## config.mk

```make
export PLATFORM = sky130hd
export DESIGN_NAME = mario_motion_ctrl_flat
export DESIGN_NICKNAME = d
export VERILOG_FILES = /design/src/rtl/mario_motion_ctrl_if.sv /design/src/rtl/mario_motion_ctrl.sv /design/src/flat_wrapper.sv
export SDC_FILE = /design/constraint.sdc
export NUM_CORES = 1
export LEC_CHECK = 0
export CAP_MARGIN = 15
export CORE_UTILIZATION = 30
export DETAILED_ROUTE_END_ITERATION = 10
export GPL_ROUTABILITY_DRIVEN = 0
export GPL_TIMING_DRIVEN = 1
export SETUP_SLACK_MARGIN = 0.5
export SLEW_MARGIN = 0
export SYNTH_ARGS = -nofsm -noshare
export SYNTH_HDL_FRONTEND = slang
export SYNTH_SLANG_ARGS = --single-unit
```

## constraint.sdc

```tcl
create_clock -name frame_clk -period 2 [get_ports frame_clk]
set_input_delay 0.5 -clock frame_clk [delete_from_list [all_inputs] [get_ports frame_clk]]
set_output_delay 0.5 -clock frame_clk [all_outputs]
set_load 0.005 [all_outputs]
```

## src/rtl/mario_motion_ctrl_if.sv

```systemverilog
`default_nettype none
// ============================================================================
// Module      : mario_motion_ctrl_if
// Description : Keyboard/collision inputs and motion outputs of mario_motion_ctrl.
// Revision    : 1.0 - initial release
// ============================================================================
interface mario_motion_ctrl_if;
  logic [31:0] keycode;
  logic        hit_ground;
  logic        hit_ceiling;
  logic        jump_busy;
  logic        jump_en;
  logic        jump_cancel;
  logic [9:0]  x_motion;
  logic [9:0]  fall_motion;
  logic        airborne;
  logic        facing_left;

  modport master (
    output keycode, hit_ground, hit_ceiling, jump_busy,
    input  jump_en, jump_cancel, x_motion, fall_motion, airborne, facing_left
  );

  modport slave (
    input  keycode, hit_ground, hit_ceiling, jump_busy,
    output jump_en, jump_cancel, x_motion, fall_motion, airborne, facing_left
  );
endinterface
`default_nettype wire

```

## src/rtl/mario_motion_ctrl.sv

```systemverilog
`default_nettype none
// ============================================================================
// Module      : mario_motion_ctrl
// Description : Per-frame jump/fall state machine and horizontal speed ramp.
// Revision    : 1.0 - initial release
// ============================================================================
module mario_motion_ctrl (
  input  logic                frame_clk,
  input  logic                Reset,
  mario_motion_ctrl_if.slave  bus
);

  localparam logic [7:0] KEY_LEFT   = 8'h04;
  localparam logic [7:0] KEY_RIGHT  = 8'h07;
  localparam logic [7:0] KEY_JUMP_A = 8'h1A;
  localparam logic [7:0] KEY_JUMP_B = 8'h2C;
  localparam logic [2:0] SPEED_MAX  = 3'd4;
  localparam logic [9:0] FALL_MAX   = 10'd8;

  typedef enum logic [1:0] {
    GROUNDED = 2'd0,
    LAUNCH   = 2'd1,
    RISING   = 2'd2,
    FALLING  = 2'd3
  } state_t;

  state_t     state;
  state_t     state_next;
  logic       left_held;
  logic       right_held;
  logic       jump_held;
  logic       jump_prev;
  logic       jump_press;
  logic       left_only;
  logic       right_only;
  logic       jump_en_next;
  logic       jump_cancel_next;
  logic [9:0] fall_next;
  logic [2:0] speed;
  logic [2:0] speed_next;
  logic       speed_left;
  logic       speed_left_next;
  logic [9:0] x_next;
  logic       facing_next;

  always_comb begin
    left_held  = 1'b0;
    right_held = 1'b0;
    jump_held  = 1'b0;
    for (int i = 0; i < 4; i++) begin
      if (bus.keycode[i*8 +: 8] == KEY_LEFT)   left_held  = 1'b1;
      if (bus.keycode[i*8 +: 8] == KEY_RIGHT)  right_held = 1'b1;
      if (bus.keycode[i*8 +: 8] == KEY_JUMP_A) jump_held  = 1'b1;
      if (bus.keycode[i*8 +: 8] == KEY_JUMP_B) jump_held  = 1'b1;
    end
  end

  assign jump_press = jump_held & ~jump_prev;
  assign left_only  = left_held & ~right_held;
  assign right_only = right_held & ~left_held;

  always_ff @(posedge frame_clk or posedge Reset) begin
    if (Reset) state <= GROUNDED;
    else       state <= state_next;
  end

  // Ground loss beats a jump press; a ceiling hit beats jump completion.
  always_comb begin
    state_next       = state;
    jump_cancel_next = 1'b0;
    case (state)
      GROUNDED: begin
        if (!bus.hit_ground)  state_next = FALLING;
        else if (jump_press)  state_next = LAUNCH;
      end
      LAUNCH:   state_next = RISING;
      RISING: begin
        if (bus.hit_ceiling) begin
          state_next       = FALLING;
          jump_cancel_next = 1'b1;
        end else if (!bus.jump_busy) begin
          state_next       = FALLING;
        end
      end
      FALLING: begin
        if (bus.hit_ground)   state_next = GROUNDED;
      end
      default:  state_next = GROUNDED;
    endcase

    jump_en_next = (state_next == LAUNCH);

    if (state_next != FALLING)           fall_next = 10'd0;
    else if (state != FALLING)           fall_next = 10'd1;
    else if (bus.fall_motion >= FALL_MAX) fall_next = FALL_MAX;
    else                                 fall_next = bus.fall_motion + 10'd1;
  end

  // Speed builds only while pushing along the current sign (or from rest).
  always_comb begin
    speed_next      = speed;
    speed_left_next = speed_left;
    if (left_only && (speed_left || speed == 3'd0)) begin
      speed_next      = (speed == SPEED_MAX) ? SPEED_MAX : speed + 3'd1;
      speed_left_next = 1'b1;
    end else if (right_only && (!speed_left || speed == 3'd0)) begin
      speed_next      = (speed == SPEED_MAX) ? SPEED_MAX : speed + 3'd1;
      speed_left_next = 1'b0;
    end else if (speed != 3'd0) begin
      speed_next      = speed - 3'd1;
    end

    x_next = speed_left_next ? (10'd0 - {7'd0, speed_next}) : {7'd0, speed_next};

    facing_next = bus.facing_left;
    if (left_only)       facing_next = 1'b1;
    else if (right_only) facing_next = 1'b0;
  end

  // jump_prev resets high so a key held through reset is not a press.
  always_ff @(posedge frame_clk or posedge Reset) begin
    if (Reset) begin
      jump_prev       <= 1'b1;
      speed           <= 3'd0;
      speed_left      <= 1'b0;
      bus.jump_en     <= 1'b0;
      bus.jump_cancel <= 1'b0;
      bus.x_motion    <= 10'd0;
      bus.fall_motion <= 10'd0;
      bus.airborne    <= 1'b0;
      bus.facing_left <= 1'b0;
    end else begin
      jump_prev       <= jump_held;
      speed           <= speed_next;
      speed_left      <= speed_left_next;
      bus.jump_en     <= jump_en_next;
      bus.jump_cancel <= jump_cancel_next;
      bus.x_motion    <= x_next;
      bus.fall_motion <= fall_next;
      bus.airborne    <= (state_next != GROUNDED);
      bus.facing_left <= facing_next;
    end
  end

endmodule
`default_nettype wire

```

## src/flat_wrapper.sv

```systemverilog
// flat-port wrapper written by rule: the top's interface ports become plain ports
module mario_motion_ctrl_flat 
  (frame_clk, Reset, bus_keycode, bus_hit_ground, bus_hit_ceiling, bus_jump_busy, bus_jump_en, bus_jump_cancel, bus_x_motion, bus_fall_motion, bus_airborne, bus_facing_left);
  mario_motion_ctrl_if bus_i ();
  input  logic frame_clk;
  input  logic Reset;
  input wire logic [$bits(bus_i.keycode)-1:0] bus_keycode;
  input wire logic [$bits(bus_i.hit_ground)-1:0] bus_hit_ground;
  input wire logic [$bits(bus_i.hit_ceiling)-1:0] bus_hit_ceiling;
  input wire logic [$bits(bus_i.jump_busy)-1:0] bus_jump_busy;
  output wire logic [$bits(bus_i.jump_en)-1:0] bus_jump_en;
  output wire logic [$bits(bus_i.jump_cancel)-1:0] bus_jump_cancel;
  output wire logic [$bits(bus_i.x_motion)-1:0] bus_x_motion;
  output wire logic [$bits(bus_i.fall_motion)-1:0] bus_fall_motion;
  output wire logic [$bits(bus_i.airborne)-1:0] bus_airborne;
  output wire logic [$bits(bus_i.facing_left)-1:0] bus_facing_left;
  assign bus_i.keycode = bus_keycode;
  assign bus_i.hit_ground = bus_hit_ground;
  assign bus_i.hit_ceiling = bus_hit_ceiling;
  assign bus_i.jump_busy = bus_jump_busy;
  assign bus_jump_en = bus_i.jump_en;
  assign bus_jump_cancel = bus_i.jump_cancel;
  assign bus_x_motion = bus_i.x_motion;
  assign bus_fall_motion = bus_i.fall_motion;
  assign bus_airborne = bus_i.airborne;
  assign bus_facing_left = bus_i.facing_left;
  mario_motion_ctrl u_core (.frame_clk(frame_clk), .Reset(Reset), .bus(bus_i));
endmodule
```

==> run_results.csv, run 1 <==
group,metric,value,unit
run_status,outcome,"finished, violations left",
run_status,violations,"DRC, setup timing",
yosys,synthTopCellsByArea,"dfrtp_1 41%, ha_1 7.1%, nor4bb_1 5.7%",
detailed_routing,avgRoutedWirePerCell,14.99,um
timing,fmax,347.4,MHz
yosys,yosysUniqueCellTypes,48,
floorplan,io_pins,61,
grt,grt_max_degree,25,
detailed_routing,highest_layer,"met4",
critical_path,cp_common_cell,"mux2_4",
critical_path,endpoint_kind,"flip-flop",
detailed_routing,wl_met2,2.536,mm
pwr,p_leak,1.423,nW
critical_path,worstPathRequired,2150,ps
clocking,cts_sinks,24,
clocking,cts_tree,"done",
detailed_routing,drt_iter0_markers,61,
critical_path,crit_path_cell_trace,"buf_6 -> or4b_4 -> nor3_4 -> and3_4 -> a31oi_4 -> o221a_4 -> ha_4 -> mux2i_4 -> a22oi_2 -> mux2_4 -> o21ai_4 -> ha_1 -> mux2_4",
detailed_routing,drc_errors,10,
detailed_routing,drtAntennaViolNets,0,
yosys,ys.flop_type,"dfrtp_1",
hold_path,hold_path.class,"flip-flop to flip-flop",
job,maxCapViolCount,0,
final_layout,fin_util,64.86,%
floorplan,start_util,31.84,%
timing,slew_viol_final,0,
yosys,synth_top_area_share,40.67,%
floorplan,die_w,70.68,um
placement,hpwl,2.995,mm
detailed_routing,dr.pass1.iters,7,
critical_path,critPathArrivalTime,3030,ps
yosys,ys_warn_count,0,
grt,grt-ovfl-total,0,
detailed_routing,met1_length,1.665,mm
timing,setup_viol,8,
timing,fin_skew,4.041,ps
yosys,synth_seq_area_share,42.53,%
pwr,power-per-cell-area,840.6,mW/mm^2
final_layout,diodes,0,
grt,track_usage,17.36,%
clocking,cts_made_buffers,3,
floorplan,die_h,70.68,um
yosys,syn_area,0.001415,mm^2
grt,antenna_found_initial,0,
timing,finalCritPeriodShare,143.9,%
yosys,yosys.area.top_type,"dfrtp_1",
detailed_routing,dr_total_vias,1497,
clocking,clkSlewWorstSetupHoldPaths,80,ps
placement,io_buffers,60,
critical_path,cpMaxStageDelayCell,"or4b_4",
grt,grt_pass1_wl,7.010,mm
yosys,avgSynthCellArea,10.25,um^2
yosys,synth_edf_count,0,
critical_path,worst-path-max-fanout,4,
floorplan,core_area,0.004444,mm^2
critical_path,worstSetupStartpointType,"primary input",
yosys,ys_ff_latch,24,
clocking,clock_latency,260,ps
final_layout,syn2layout_area_growth,103.7,%
final_layout,stdcell_area,0.002883,mm^2
timing,final-hold-violation-count,0,
pwr,vdd.ir_drop.worst,0.0003750,V
timing,period_needed,2878,ps
floorplan,rows,24,
yosys,synth_most_common_cell,"dfrtp_1",
yosys,synth-async-reset-ratio,100.0,%
yosys,synth_cells,138,
detailed_routing,avgViaCountPerCell,4.957,
clocking,htree_levels,1,
placement,placed_cell_area,0.002312,mm^2
final_layout,fin_nets,296,
detailed_routing,wl_met3,214,um
final_layout,fill_cells,374,
clocking,clockBufferDepth,2,
grt,grt_pass1_vias,1649,
final_layout,drive_gt1_share,48.80,%
clocking,clockRootBuffer,"clkbuf_8",
critical_path,cpPeakStageDelay,540,ps
timing,setup_ws,-878.2,ps
detailed_routing,routed_wl,4.526,mm
critical_path,critical_path_class,"primary input to flip-flop",
timing,rsz0062_at_grt,"yes",
yosys,synth_common_cells,"23 x dfrtp_1, 12 x inv_1, 9 x nor2_1, 8 x ha_1, 8 x nor4bb_1",
floorplan,die_area,0.004996,mm^2
per-layer routing:
metal,track usage [%],vias to the layer above
met2,34.51,49
met1,18.31,710
li1,-,725
met5,0,-
met3,2.564,13
met4,6.222,0
worst paths after layout:
| kind | start | end | slack (ps) | depth (start not counted) |
|---|---|---|---|---|
| worst max register to register | u_core.speed[1] | u_core.bus.x_motion[1] | -90 | 8 |
| worst min register to register | u_core.state[0] | u_core.bus.jump_cancel | 480 | 1 |
| min in group asynchronous | Reset | u_core.bus.fall_motion[9] | 580 | 3 |
| worst min-delay path | u_core.state[0] | u_core.bus.jump_cancel | 480 | 1 |
| max in group asynchronous | Reset | u_core.jump_prev | 1140 | 3 |
| worst max-delay path | bus_keycode[20] | u_core.bus.x_motion[1] | -880 | 13 |
cell usage in the layout (no fill, tap or decap), types with 2 or more instances in the layout:
master           instances
mux2_4                   3
nand2_1                  5
nor4bb_4                 7
and3_4                   2
buf_4                   34
nor4_2                   2
clkdlybuf4s50_1         11
or4b_4                   2
inv_1                   11
nor2b_1                  2
dlygate4sd2_1           17
nor3_4                   2
a21oi_1                  4
conb_1                   6
clkbuf_2                 6
ha_1                     6
clkdlybuf4s15_1          4
clkbuf_8                 4
a31oi_1                  2
dfrtp_1                 23
buf_6                   20
nor4b_4                  3
o21ai_2                  5
inv_2                    2
nor2_1                   8
nand3b_1                 2
buf_2                    7
dlymetal6s2s_1          11
a211oi_1                 2
ha_4                     2
sequential cells by signal, summed over array words and instances, names as in the netlist:
register,flops
u_core.bus.facing_left,1
u_core.bus.airborne,1
u_core.speed_left,1
u_core.state,2
u_core.speed,2
u_core.jump_prev,1
u_core.bus.x_motion,4
u_core.bus.jump_cancel,1
u_core.bus.fall_motion,10
u_core.bus.jump_en,1
power by group:
group | internal (mW) | switching, mW | total (mW)
registers | 0.613 | 0.108 | 0.720
clock network | 0.175 | 0.143 | 0.318
logic | 0.795 | 0.590 | 1.38
total | 1.58 | 0.841 | 2.42
per-stage QoR:
stage / TNS [ps] / cells / worst slack (ps) / power (mW) / hold slack, ps
3_5_place_dp: -9890 / 279 / -1534 / 1.915 / 469.6
2_1_floorplan: -4693 / 143 / -1048 / 1.380 / 451.3
6_report: -4803 / 302 / -878.2 / 2.423 / 483.8
3_3_place_gp: -9231 / 279 / -1445 / 1.886 / 465.6
5_1_grt: -5203 / 302 / -916.8 / 2.591 / 522.0
4_1_cts: -4359 / 298 / -831.1 / 2.254 / 485.4
worst max-delay path: cells and delay by family:
kind / cells / cell delay, ps
AO/OA/AOI/OAI: 4 / 370
adder cells (fa/ha/maj): 2 / 420
buffers and inverters: 1 / 90
multiplexers: 3 / 760
AND/OR/NAND/NOR: 3 / 890
final cells by class:
type,instances,area (um^2),area share (%)
clock buffer,4,55.05,1.910
inverter,13,48.80,1.693
multi-input combinational,99,1130,39.19
sequential,24,601.8,20.88
tap,52,65.06,2.257
timing repair buffer,110,982.2,34.07
logic make-up after synthesis:
kind of cell               share of synthesized area [%]
xor gates and xnor gates                           1.238
muxes                                              3.624
other                                             0.2650
adders and majority gates                          7.074
AOI/OAI and AO/OA                                  15.12
buffers and inverters                              7.161
and+or+nand+nor                                    22.99
DFF                                                42.53
what timing repair did:
action	4_1_cts	5_1_grt
pin swaps	23	25
buffers inserted	15	4
endpoints found under the setup margin	40	23
hold buffers	0	0
resized for setup	111	73
(Power assumes the default switching activity.)
==> run 2: changes to the inputs <==
ABC_CLOCK_PERIOD_IN_PS = 2000   (was default)
==> results of run 2 <==
Final layout, timing and power as in run 1 (identical DEF).
